$ cat src/rtl/borrow_skip_subtractor_seq.sv
// Multi-cycle subtractor: diff = a - b - bin, one BLOCK_W-bit block per clock,
// LSB first, with a borrow-skip bypass across each block.
module borrow_skip_subtractor_seq #(
  parameter int unsigned WIDTH   = 64,
  parameter int unsigned BLOCK_W = 8
) (
  input  logic             clk,
  input  logic             rst,
  input  logic             in_valid,
  output logic             in_ready,
  input  logic [WIDTH-1:0] a,
  input  logic [WIDTH-1:0] b,
  input  logic             bin,
  output logic             out_valid,
  input  logic             out_ready,
  output logic [WIDTH-1:0] diff,
  output logic             bout,
  output logic             ovf,
  output logic             zero
);

  localparam int unsigned NBLK  = WIDTH / BLOCK_W;
  localparam int unsigned CNT_W = (NBLK > 1) ? $clog2(NBLK) : 1;

  typedef enum logic [1:0] {
    IDLE = 2'd0,
    BUSY = 2'd1,
    DONE = 2'd2
  } state_t;

  state_t             state;
  logic [WIDTH-1:0]   a_q;
  logic [WIDTH-1:0]   b_q;
  logic               br;
  logic [CNT_W-1:0]   cnt;

  int unsigned        base;
  logic [BLOCK_W-1:0] a_blk;
  logic [BLOCK_W-1:0] b_blk;
  logic [BLOCK_W-1:0] d_blk;
  logic               ripple_br;
  logic               blk_p;
  logic               blk_bout;
  logic [WIDTH-1:0]   diff_upd;

  // Current block: ripple borrow chain plus skip mux on the block borrow-out.
  always_comb begin
    base      = 32'(cnt) * BLOCK_W;
    a_blk     = a_q[base +: BLOCK_W];
    b_blk     = b_q[base +: BLOCK_W];
    d_blk     = '0;
    ripple_br = br;
    for (int i = 0; i < int'(BLOCK_W); i++) begin
      d_blk[i]  = a_blk[i] ^ b_blk[i] ^ ripple_br;
      ripple_br = (~a_blk[i] & b_blk[i]) | (~(a_blk[i] ^ b_blk[i]) & ripple_br);
    end
    blk_p    = &(~(a_blk ^ b_blk));
    blk_bout = blk_p ? br : ripple_br;
    diff_upd = diff;
    diff_upd[base +: BLOCK_W] = d_blk;
  end

  always_ff @(posedge clk) begin
    if (rst) begin
      state     <= IDLE;
      in_ready  <= 1'b1;
      out_valid <= 1'b0;
      diff      <= '0;
      bout      <= 1'b0;
      ovf       <= 1'b0;
      zero      <= 1'b0;
      cnt       <= '0;
      a_q       <= '0;
      b_q       <= '0;
      br        <= 1'b0;
    end else begin
      case (state)
        IDLE: begin
          if (in_valid && in_ready) begin
            a_q      <= a;
            b_q      <= b;
            br       <= bin;
            cnt      <= '0;
            in_ready <= 1'b0;
            state    <= BUSY;
          end
        end
        BUSY: begin
          diff <= diff_upd;
          br   <= blk_bout;
          if (cnt == CNT_W'(NBLK - 1)) begin
            // Flags are formed from the fully updated difference on the last block edge.
            bout      <= blk_bout;
            ovf       <= (a_q[WIDTH-1] ^ b_q[WIDTH-1]) & (diff_upd[WIDTH-1] ^ a_q[WIDTH-1]);
            zero      <= ~|diff_upd;
            out_valid <= 1'b1;
            cnt       <= '0;
            state     <= DONE;
          end else begin
            cnt <= cnt + CNT_W'(1);
          end
        end
        DONE: begin
          if (out_valid && out_ready) begin
            out_valid <= 1'b0;
            in_ready  <= 1'b1;
            state     <= IDLE;
          end
        end
        default: begin
          state     <= IDLE;
          in_ready  <= 1'b1;
          out_valid <= 1'b0;
        end
      endcase
    end
  end

endmodule

$ cat config.mk
export PLATFORM = sky130hd
export DESIGN_NAME = borrow_skip_subtractor_seq
export DESIGN_NICKNAME = d
export VERILOG_FILES = /design/src/rtl/borrow_skip_subtractor_seq.sv
export SDC_FILE = /design/constraint.sdc
export NUM_CORES = 1
export LEC_CHECK = 0
export ABC_AREA = 0
export CAP_MARGIN = 25
export CORE_AREA = 2 2 194 101
export DETAILED_ROUTE_END_ITERATION = 8
export DIE_AREA = 0 0 196 103
export GPL_TIMING_DRIVEN = 0
export PLACE_DENSITY = 0.79
export SLEW_MARGIN = 20
export SYNTH_ARGS = -nofsm -noshare
export SYNTH_HDL_FRONTEND = slang
export SYNTH_SLANG_ARGS = --single-unit
export TNS_END_PERCENT = 10
$ cat constraint.sdc
create_clock -name clk -period 8.9 [get_ports clk]
set_clock_uncertainty 0.15 [all_clocks]
set_input_delay 2.67 -clock clk [delete_from_list [all_inputs] [get_ports clk]]
set_output_delay 2.67 -clock clk [all_outputs]
set_load 0.02 [all_outputs]
==> out/results.md <==
| Metric | This run |
|---|---|
| Status | completed |
| TritonCTS Sinks | 203 |
| Clock transition at the registers of the reported paths | 70 ps |
| Via count of the first global-routing pass | 8389 |
| Termination of the worst setup path | ovf |
| Max-slew violation count | 0 |
| Syn. warnings | 0 |
| Final instance area | 12100 sq um |
| Half-perimeter wire length after placement | 23.6 mm |
| Mean instance size in the synthesized netlist | 8.27 sq um |
| Overall die area | 20200 sq um |
| Fraction of layout cells with a size suffix above 1 | 7.12% |
| TritonCTS clock tree | built |
| Count of state elements after synthesis | 203 |
| Cell count of the worst hold path | 2 |
| Startpoint of the worst hold path | a_q[30] |
| Wire length of the first global-routing pass | 46.7 mm |
| Global router's overall resource usage | 30.1% |
| Io pins | 202 |
| Placeable core region | 18700 sq um |
| Count of vias placed by the detailed router | 9101 |
| Power, Total | 0.00227 W |
| Source of the worst register-to-register timing path | cnt[0] |
| Routed WL | 30.8 mm |
| Final worst path period share | 82.4% |
| Share of synthesized area occupied by flip-flops and latches | 44.1% |
| Number of cells traversed by the worst register-to-register path | 21 |
| Number of antenna-violating nets in the routed design | 0 |
| Largest cells by area after synthesis | dfxtp_1, nand2_1, a21oi_1 |
| WP data arrival | 7580 ps |
| Type of the worst setup path | flop to flop |
| Post-placement setup slack | 1670 ps |
| Final net count | 1492 |
| Max Cap Viol | 0 |
| Post-CTS setup buffers | 0 |
| Routed len/inst | 19.3 microns |
| Cell type with the largest total area after synthesis | dfxtp_1 |
| Final worst slack | 1570 ps |
| Number of search-and-repair iterations in the first detailed-routing pass | 5 |
| Die Span X | 196 microns |
| Latest clock arrival within the worst-skew pair | 480 ps |
| CTS HTree Levels | 1 |
| Filler cells | 1599 |
| Kind of path behind the tightest hold check | flop to flop |
| Pin slew with the least headroom to its limit | 791 ps |
| Final routed DRC violation total | 0 |
| Height of the die | 103 microns |
| Cell count after synthesis | 1115 |
| Placer congestion estimate | 0.938 |
| Main synth FF type | dfxtp_1 |
| Post-synthesis cell type count | 58 |
| Max-Slew Margin vs Limit | 47.2% |
| Area share of the leading cell type in the synthesized netlist | 44.1% |
| Number of synthesized flops with an enable pin | 0 |
| Diode insertion count for antenna repair | 0 |
| Sum of overflow across all layers after global routing | 0 |
| Resized cells post-CTS | 0 |
| Sum of negative setup slack | 0 ps |
| Flop2flop setup slack | 1570 ps |
| Maximum VDD drop | 0.000130 V |
| Rows | 36 |
| Iteration-0 DRC Markers | 961 |
| Synthesized cell area | 9220 sq um |
| Start point of the critical path | cnt[0] |
| Placed Instances | 1562 |
| Static Leak | 4.40 nW |
| Starting utilization of the core area | 49.2% |
| Power per cell area | 187 nW/um^2 |
| Endpoint of the lowest-slack register-to-register path | ovf |
| Async SR Flop Fraction | 0% |
| Number of port buffers | 200 |
| Layout area overhead | 31.7% |
| Crit end category | flop |
| Layout Cells excl Fill | 1595 |
| Minimum period implied by the final worst setup slack | 7330 ps |
| Crit path required time | 9150 ps |
| Root buf cell | clkbuf_16 |
| Maximum number of pins on one net before global-route repair | 16 |
| Antenna violations before repair | 0 |
| Number of buffers inserted during clock tree synthesis | 19 |
| Startpoint class of the critical path | flop |
| Worst-path maximum fanout | 10 |
| Final number of hold-violating endpoints | 0 |
| Max clock buf depth | 3 |
| Maximum achievable frequency | 136 MHz |
| RSZ-0062 raised after global routing | false |
| Finish-stage setup viols | 0 |
| Post-placement cell area | 11500 sq um |
| Net count of the mapped netlist | 1271 |
| Hold-fix buffers, CTS | 0 |
| Number of vias per cell | 5.71 |
## registers in the layout, summed over array words and instances (netlist names), 2 cells and up
name	count
b_q	64
state	2
cnt	3
a_q	64
diff	64
## cells in the mapped netlist, drive strengths merged, types with 6 or more instances
cell	number
nor3	7
nor2	40
dfxtp	203
o31ai	7
nor4	7
nand2	360
buf	21
ha	15
or4	7
nand3	39
mux2i	21
fa	8
mux4	32
clkbuf	63
and2	19
inv	18
a21oi	185
o21ai	6
## kinds of logic after synthesis
family                   after synthesis  synth area share [%]
AND/OR/NAND/NOR                      515                  24.6
AO/OA/AOI/OAI                        218                  12.9
flip-flops                           203                  44.1
buffers and inverters                103                  4.55
multiplexers                          53                  10.1
adder cells (fa/ha/maj)               23                  3.77
## layout make-up
type                       instances  area [sq um]  share of cell area, %
sequential                       203          4060                   33.5
buffer                            84           348                   2.87
clock inverter                     6          61.3                  0.505
inverter                          19          71.3                  0.588
clock buffer                      27           546                   4.50
multi-input combinational        809          4730                   39.0
timing repair buffer             200          2000                   16.5
tap                              247           309                   2.55
## power by group
part	switching, W	internal, W	total, W
sequential	0.0000282	0.000954	0.000982
clock	0.000351	0.000458	0.000809
combinational	0.000294	0.000181	0.000475
total	0.000673	0.00159	0.00227
## layer usage
layer	GRT usage (%)	vias up	wire length, microns
met2	42.2	524	12000
met3	8.54	35	4160
met1	46.4	4326	14400
met5	0	-	0
met4	4.31	0	325
li1	-	4216	-
## layout by cell type, fill, tap and decap left out, types with 4 or more instances in the layout
cell type	netlist	layout
nand2_1	359	359
dfxtp_1	203	203
clkdlybuf4s50_1	0	200
a21oi_1	185	185
clkbuf_1	62	66
nand3_1	39	39
nor2_1	39	39
mux4_2	32	32
mux2i_1	21	21
and2_1	19	19
clkbuf_16	0	19
inv_1	18	18
buf_2	16	16
ha_1	15	15
fa_1	8	8
or4_1	7	7
o31ai_1	7	7
nor3_1	6	6
nor4_1	6	6
nand3b_1	5	5
o21ai_0	5	5
a211oi_1	5	5
nor2b_1	4	4
or2_2	4	4
clkbuf_8	0	4
clkinv_2	0	4
## worst min path at each step
stage                   end  slack, ps
floorplan           a_q[16]        280
global placement    a_q[42]        290
detailed placement  b_q[48]        290
CTS                 a_q[30]        300
global route        a_q[32]        320
finish              a_q[30]        300
## metrics by stage
step	util, %	hold WS [ps]
5_1_grt	64.8	320
3_5_place_dp	61.5	295
3_3_place_gp	61.5	289
4_1_cts	64.8	302
2_1_floorplan	-	283
6_report	64.8	301
## critical path, cell delays in order (launching register included)
cell      delay [ps]
dfxtp_1          450
buf_2            270
buf_4            300
buf_2            380
mux4_2           600
mux2i_1          250
fa_1             220
inv_1             50
fa_1             370
fa_1             390
fa_1             390
fa_1             390
fa_1             420
fa_1             400
inv_1             90
fa_1             560
nor4b_1          690
nand3_1          230
and2_1           220
nor2_1            90
nand2_1           60
a311oi_1         230
Power figures use the tool's default switching activity.
